**config.mk**
```make
export PLATFORM = sky130hd
export DESIGN_NAME = duty_ramp_ctrl
export DESIGN_NICKNAME = d
export VERILOG_FILES = /design/src/rtl/autoclave_pwm_pkg.sv /design/src/rtl/ramp_tick_gen.sv /design/src/rtl/duty_ramp_ctrl.sv
export SDC_FILE = /design/constraint.sdc
export NUM_CORES = 1
export LEC_CHECK = 0
export ABC_AREA = 1
export CAP_MARGIN = 20
export CORE_MARGIN = 3
export CORE_UTILIZATION = 57
export DETAILED_ROUTE_END_ITERATION = 6
export PLACE_DENSITY = 0.79
export SYNTH_ARGS = -nofsm -noshare
export SYNTH_HDL_FRONTEND = slang
export SYNTH_SLANG_ARGS = --single-unit
```
**constraint.sdc**
```tcl
create_clock -name clk -period 6.9 [get_ports clk]
set_input_delay 1.38 -clock clk [delete_from_list [all_inputs] [get_ports clk]]
set_output_delay 1.38 -clock clk [all_outputs]
set_load 0.005 [all_outputs]
```
**src/rtl/autoclave_pwm_pkg.sv**
```systemverilog
// Shared definitions for the autoclave PWM duty path: ramp FSM state encoding
// and the default duty ceiling matching the PWM period.
package autoclave_pwm_pkg;

    localparam int unsigned DUTY_BITS_DEFAULT = 8;
    localparam int unsigned DUTY_MAX_DEFAULT  = 250;

    typedef enum logic [1:0] {
        ST_IDLE  = 2'd0,
        ST_UP    = 2'd1,
        ST_DOWN  = 2'd2,
        ST_FAULT = 2'd3
    } ramp_state_e;

endpackage

```
**src/rtl/ramp_tick_gen.sv**
```systemverilog
// Ramp pacing counter: counts 0..TICK_DIV-1 and flags the last count as a
// one-cycle tick. clr restarts the period so a new target gets a full interval.
module ramp_tick_gen #(
    parameter int unsigned TICK_DIV = 50000
) (
    input  logic clk,
    input  logic reset,
    input  logic clr,
    output logic tick
);

    localparam int unsigned CW = (TICK_DIV > 1) ? $clog2(TICK_DIV) : 1;
    localparam logic [CW-1:0] LAST = CW'(TICK_DIV - 1);

    logic [CW-1:0] cnt_q;

    always_ff @(posedge clk) begin
        if (reset || clr) begin
            cnt_q <= '0;
        end else if (cnt_q == LAST) begin
            cnt_q <= '0;
        end else begin
            cnt_q <= cnt_q + CW'(1);
        end
    end

    assign tick = (cnt_q == LAST);

endmodule

```
**src/rtl/duty_ramp_ctrl.sv**
```systemverilog
// Duty ramp controller: slews the PWM duty toward an accepted target by STEP
// every TICK_DIV cycles, clamped to DUTY_MAX, with an estop-driven FAULT state.
module duty_ramp_ctrl
    import autoclave_pwm_pkg::*;
#(
    parameter int unsigned BITS     = DUTY_BITS_DEFAULT,
    parameter int unsigned DUTY_MAX = DUTY_MAX_DEFAULT,
    parameter int unsigned STEP     = 1,
    parameter int unsigned TICK_DIV = 50000
) (
    input  logic            clk,
    input  logic            reset,
    input  logic            tgt_valid,
    output logic            tgt_ready,
    input  logic [BITS-1:0] tgt_duty,
    input  logic            estop,
    input  logic            fault_clr,
    output logic [BITS-1:0] duty_cycle,
    output logic            busy,
    output logic            at_target,
    output logic            fault
);

    localparam int unsigned W = BITS + 1;
    localparam logic [BITS-1:0] DMAX = BITS'(DUTY_MAX);

    ramp_state_e     state_q, state_nxt;
    logic [BITS-1:0] target_q;
    logic [BITS-1:0] tgt_clamped;
    logic            accept;
    logic            tick;
    logic            step_en;
    logic [W-1:0]    up_sum;
    logic [W-1:0]    dn_diff;
    logic            up_hit;
    logic            dn_hit;
    logic [BITS-1:0] up_val;
    logic [BITS-1:0] dn_val;

    ramp_tick_gen #(
        .TICK_DIV (TICK_DIV)
    ) u_tick (
        .clk   (clk),
        .reset (reset),
        .clr   (accept),
        .tick  (tick)
    );

    // estop blocks acceptance so a coincident target cannot survive into FAULT
    assign accept  = tgt_valid & tgt_ready & ~estop;
    assign step_en = tick & ~accept;

    // Step arithmetic carried one bit wider so neither direction can wrap
    always_comb begin
        tgt_clamped = (W'(tgt_duty) > W'(DMAX)) ? DMAX : tgt_duty;
        up_sum      = W'(duty_cycle) + W'(STEP);
        up_hit      = (up_sum >= W'(target_q));
        up_val      = up_hit ? target_q : up_sum[BITS-1:0];
        dn_diff     = W'(duty_cycle) - W'(target_q);
        dn_hit      = (duty_cycle <= target_q) || (dn_diff <= W'(STEP));
        dn_val      = dn_hit ? target_q : (duty_cycle - BITS'(STEP));
    end

    always_ff @(posedge clk) begin
        if (reset) begin
            state_q <= ST_IDLE;
        end else begin
            state_q <= state_nxt;
        end
    end

    always_comb begin
        state_nxt = state_q;
        if (estop) begin
            state_nxt = ST_FAULT;
        end else if (accept) begin
            if (tgt_clamped > duty_cycle) begin
                state_nxt = ST_UP;
            end else if (tgt_clamped < duty_cycle) begin
                state_nxt = ST_DOWN;
            end else begin
                state_nxt = ST_IDLE;
            end
        end else begin
            case (state_q)
                ST_UP: begin
                    if (step_en && up_hit) state_nxt = ST_IDLE;
                end
                ST_DOWN: begin
                    if (step_en && dn_hit) state_nxt = ST_IDLE;
                end
                ST_FAULT: begin
                    if (fault_clr) state_nxt = ST_IDLE;
                end
                default: ;
            endcase
        end
    end

    always_comb begin
        tgt_ready = 1'b1;
        busy      = 1'b0;
        at_target = 1'b0;
        fault     = 1'b0;
        case (state_q)
            ST_IDLE:  at_target = 1'b1;
            ST_UP:    busy      = 1'b1;
            ST_DOWN:  busy      = 1'b1;
            ST_FAULT: begin
                fault     = 1'b1;
                tgt_ready = 1'b0;
            end
            default: ;
        endcase
    end

    // Duty only moves on a tick; estop zeroes both duty and the stored target
    always_ff @(posedge clk) begin
        if (reset) begin
            duty_cycle <= '0;
            target_q   <= '0;
        end else if (estop) begin
            duty_cycle <= '0;
            target_q   <= '0;
        end else begin
            if (accept) begin
                target_q <= tgt_clamped;
            end
            if (step_en && (state_q == ST_UP)) begin
                duty_cycle <= up_val;
            end else if (step_en && (state_q == ST_DOWN)) begin
                duty_cycle <= dn_val;
            end
        end
    end

endmodule

```
# Word-level counts from Yosys, hierarchy flattened
# Cells that the tools add are included.
# classes
addsub	4
n_eq_ne	7
n_bitwise	5
reduce_logical	13
mux	17
n_lt_le_gt_ge	6
# op_table
cell	count
two-way mux 8 bit	5
adder 16 x 1 -> 16 bit, second input constant	1
== test 16 bit, second input constant	1
two-way mux 2 bit	7
inequality test 4 bit, second input constant	3
adder 8 x 1 -> 9 bit, second input constant	1
>= comparator 9 x 8 -> 1 bit	1
less-or-equal comparator 9 x 1 -> 1 bit, second input constant	1
subtractor 8 x 8 -> 9 bit	1
> comparator 8 bit	1
> comparator 8 bit, second input constant	1
less-or-equal comparator 8 bit	1
less-than comparator 8 bit	1
subtractor 8 x 1 -> 8 bit, second input constant	1
one-hot mux 2 bit (3 select lines)	1
OR reduction 2 bit	3
nonzero test 5 bit	1
== test 2 bit, second input constant	2
logical AND 1 bit	4
two-way mux 1 bit	4
AND reduction 4 bit	1
AND 1 bit	3
== test 2 x 1 -> 1 bit, second input constant	1
logical NOT 2 bit	1
3 further kinds	5
# totals
word_cells	56
register_bits	34
in_bits	13

# Logic depth before layout (Yosys ltp)
# depth
word_depth	11
depth_mapped	24
ltp_nobuf	24

# Cells and area by module
# A second synthesis with hierarchy kept.
# unflattened
cells_unflattened	483
area_unflattened_um2	3083.0
# by_module_without_submodules
mod	cells_per_inst	area_per_inst_um2	instances	seq_area_each_um2
duty_ramp_ctrl	354	2225.9	1	360.3
ramp_tick_gen	129	857.1	1	320.3

# Worst setup path before layout
# Ideal clock, no wire load.
# synth_timing
path_kind	input to register
start	input port tgt_duty[5]
end	register state_q[1]
setup_time_ps	110
stages	14
n_path_buf	0
t_required_ps	6790
slack_ps	3946
arrival_time_ps	2845
path_cell_list	nand2_1 -> nor4_1 -> inv_1 -> nand2_1 -> inv_1 -> ha_1 -> nand2_1 -> o21a_1 -> o221ai_1 -> nor2_1 -> nor2_1 -> nand4_1 -> nand2_1 -> nor2_1
# synth_via
elab_chain_len	7
elab_cells_between_ends	8
cone_classes	order compare (3); mux (5)
# synth_lines
element	line_no	text
from (decl)	duty_ramp_ctrl.sv:15	input logic [BITS-1:0] tgt_duty,
> comparator 8 bit *	duty_ramp_ctrl.sv:55	tgt_clamped = (W'(tgt_duty) > W'(DMAX)) ? DMAX : tgt_duty;
two-way mux 8 bit *	duty_ramp_ctrl.sv:55	
net tgt_clamped[2]	duty_ramp_ctrl.sv:29	logic [BITS-1:0] tgt_clamped;
less-than comparator 8 bit	duty_ramp_ctrl.sv:79	end else if (tgt_clamped < duty_cycle) begin
two-way mux 2 bit	duty_ramp_ctrl.sv:79	
two-way mux 2 bit *	duty_ramp_ctrl.sv:77	if (tgt_clamped > duty_cycle) begin
two-way mux 2 bit *	duty_ramp_ctrl.sv:76	end else if (accept) begin
two-way mux 2 bit *	duty_ramp_ctrl.sv:74	if (estop) begin
to (signal assigned)	duty_ramp_ctrl.sv:68	state_q <= state_nxt;
to (decl)	duty_ramp_ctrl.sv:27	ramp_state_e state_q, state_nxt;
# The timed path passes the listed nets; every way through them passes the cells marked *.
# A chain may end at the register's enable or synchronous reset.

# Worst setup path after layout
# Ends and elaborated chain as after synthesis.

==> qor.yml <==
status:
  status: "finished clean"
route:
  drtIter0Drc: 255
  antenna_left: 0
  routedWlPerCell_um: 12.88
  drt_wl_total_um: 6789
  drcViolationCount: 0
  vias_per_cell: 5.417
  vias: 2855
  dr.pass1.iters: 4
global_routing:
  grt_pass1_vias: 2743
  grt_pass1_wl_um: 11960
  grtUsageTotal_pct: 23.89
  grt_max_degree: 18
  antenna_found_initial: 0
  grt_overflow: 0
floorplanning:
  die_w_um: 77.81
  num_rows: 25
  initial_core_util_pct: 60.62
  io_pins: 25
  dieArea_mm2: 0.006054
  die_h_um: 77.81
  core_area_mm2: 0.004848
timing:
  setup_viol: 0
  setup-tns-final_ns: 0
  finClkSkew_ns: 0.006098
  slew_viol_final: 0
  post-route-period-util_pct: 49.08
  maxSlewHeadroom_pct: 35.92
  worstMarginPinSlew_ns: 0.9576
  hold_viol: 0
  rsz0062_at_grt: "false"
  min_period_ns: 3.386
  max_freq_ghz: 0.2953
place:
  finalWeightedCongestion: 0.9297
  place.port_buffers: 24
  place_inst: 519
  dp_hpwl_um: 5238
finish:
  regArea_um2: 680.7
  drive_above_1_share_pct: 6.957
  final_common_cell: "nand2_1"
  instances_no_fill: 527
  final_nets: 504
  final_cell_mix: "nand2_1, inv_1, nor2_1, a21oi_1, dfxtp_1"
  fillers: 426
  n_antenna_cell: 0
  area_growth_pct: 13.75
  multiInputGateArea_mm2: 0.001918
clock_network:
  numCtsBuffers: 5
  cts_root_buf: "clkbuf_8"
  clk_latency_ns: 0.29
  cts_resized: 0
  cts_tree: "done"
  clkSlewWorstSetupHoldPaths_ns: 0.08
  clock-sinks: 34
  clk_path_buf_depth: 2
  h-tree-depth: 2
  cts.hold.buffers_added: 0
  cts_setup_buffers: 0
power:
  p_per_area_mw_per_mm2: 163.6
  irDropWorstVdd_uv: 187.6
  p_leak_nw: 1.533
synth:
  postSynthNetCount: 485
  synth-simple-area-share_pct: 30.99
  synth_fa_ha_area_share_pct: 13.88
  synth.area.top_cells: "dfxtp_1, ha_1, nand2_1, inv_1, a21oi_1"
  synth-seq-area-share_pct: 23.16
  synth_edf_count: 0
  synth_top_family_by_area: "simple AND/OR/NAND/NOR gates"
  synthCells: 440
  ys_types: 45
  synth_ff_type: "dfxtp_1"
  syn_area_mm2: 0.002939
  ys_async_sr_fraction_pct: 0
  muxShareOfSynthArea_pct: 0
  ys_warn_count: 0
  syn_area_per_cell_um2: 6.680
  synth_xor_area_share_pct: 2.980
  synth-seq-cells: 34
  synth_top_cell_area_share_pct: 23.16
  synth_compound_area_share_pct: 17.41
  yosysTopAreaCell: "dfxtp_1"
flow_run:
  drv_cap: 0
worst_setup_path:
  crit_type: "in -> reg"
  path_max_fanout: 3
  end_kind: "register"
  worst_setup_path_start_kind: "input port"
  worstPathArrival_ns: 3.58
  required_ns: 7.09
min_path:
  min_path_type: "reg -> reg"
## cells in the mapped netlist, types with 2 or more instances
cell,n
a21o_1,2
a21oi_1,38
a31oi_1,5
buf_2,3
clkbuf_1,7
dfxtp_1,34
ha_1,31
inv_1,72
inv_2,2
nand2_1,85
nand3_1,17
nand3_2,2
nand3b_1,3
nand4_1,9
nor2_1,42
nor2_2,3
nor3_1,5
nor3b_1,4
nor4_1,4
nor4_2,3
o211ai_1,5
o21ai_0,20
o21ai_1,11
o31ai_1,2
or2_2,3
xnor2_1,2
xor2_1,8
## layout make-up
class	instances	share of cell area (%)
clock buffers	5	2.058
well taps	67	2.507
inverters	75	8.458
multi-input cells	319	57.37
flip-flops and latches	34	20.36
repair buffers	24	7.186
clock inverters	3	2.058
## registers in the layout, indices dropped and copies added, names as in the netlist
| register | cells |
|---|---|
| u_tick.cnt_q | 16 |
| duty_cycle | 8 |
| target_q | 8 |
| state_q | 2 |
## per-stage QoR
step	total power (W)	setup slack (ns)	util [%]	cell area, µm²	hold slack (ns)
final	0.0005470	3.514	68.95	3343	0.4526
after global routing	0.0005735	3.287	68.95	3343	0.4946
after CTS	0.0005467	3.489	68.95	3343	0.4543
after detailed placement	0.0003249	3.182	66.12	3206	0.4366
after global placement	0.0003226	3.243	66.12	3206	0.4318
after floorplan	0.0002921	3.946	-	2939	0.4176
## worst max-delay path: stages
cell and delay, ns:
clkdlybuf4s50_1 0.52, nand2_1 0.07, nor4_1 0.32, inv_1 0.09, nand2_1 0.08, inv_1 0.04, ha_1 0.26, nand2_1 0.06
o21a_1 0.19, o221ai_1 0.20, nor2_1 0.06, nor2_1 0.10, nand4_1 0.10, nand2_1 0.07, nor2_1 0.04
## path summary, 6_finish.rpt
check	to	startpoint	cells after the start	slack [ns]
hold reg to reg	u_tick.cnt_q[0]	u_tick.cnt_q[0]	1	0.45
setup reg to reg	duty_cycle[0]	duty_cycle[1]	17	3.67
setup / recovery	state_q[1]	tgt_duty[5]	15	3.51
hold / removal	u_tick.cnt_q[0]	u_tick.cnt_q[0]	1	0.45
## layer usage
metal | wire (µm) | part of all wire (%) | vias up | GRT usage, %
met5 | 0 | 0 | - | 0
met4 | 78 | 1.1 | 0 | 6.584
met3 | 429 | 6.3 | 8 | 3.016
met2 | 3135 | 46 | 89 | 40.41
met1 | 3145 | 46 | 1271 | 31.77
li1 | - | - | 1487 | -
## cells by family after synthesis
| kind of cell | after synthesis |
|---|---|
| DFF | 34 |
| buffers and inverters | 87 |
| adders and majority gates | 32 |
| xor gates and xnor gates | 10 |
| and+or+nand+nor | 187 |
| AOI/OAI and AO/OA | 90 |
## power breakdown
| group | internal (W) | switching [W] | total, W |
|---|---|---|---|
| combinational | 0.0000478 | 0.0000698 | 0.000118 |
| sequential | 0.000201 | 0.00000347 | 0.000205 |
| clock | 0.000145 | 0.0000801 | 0.000225 |
(Power assumes the default switching activity.)
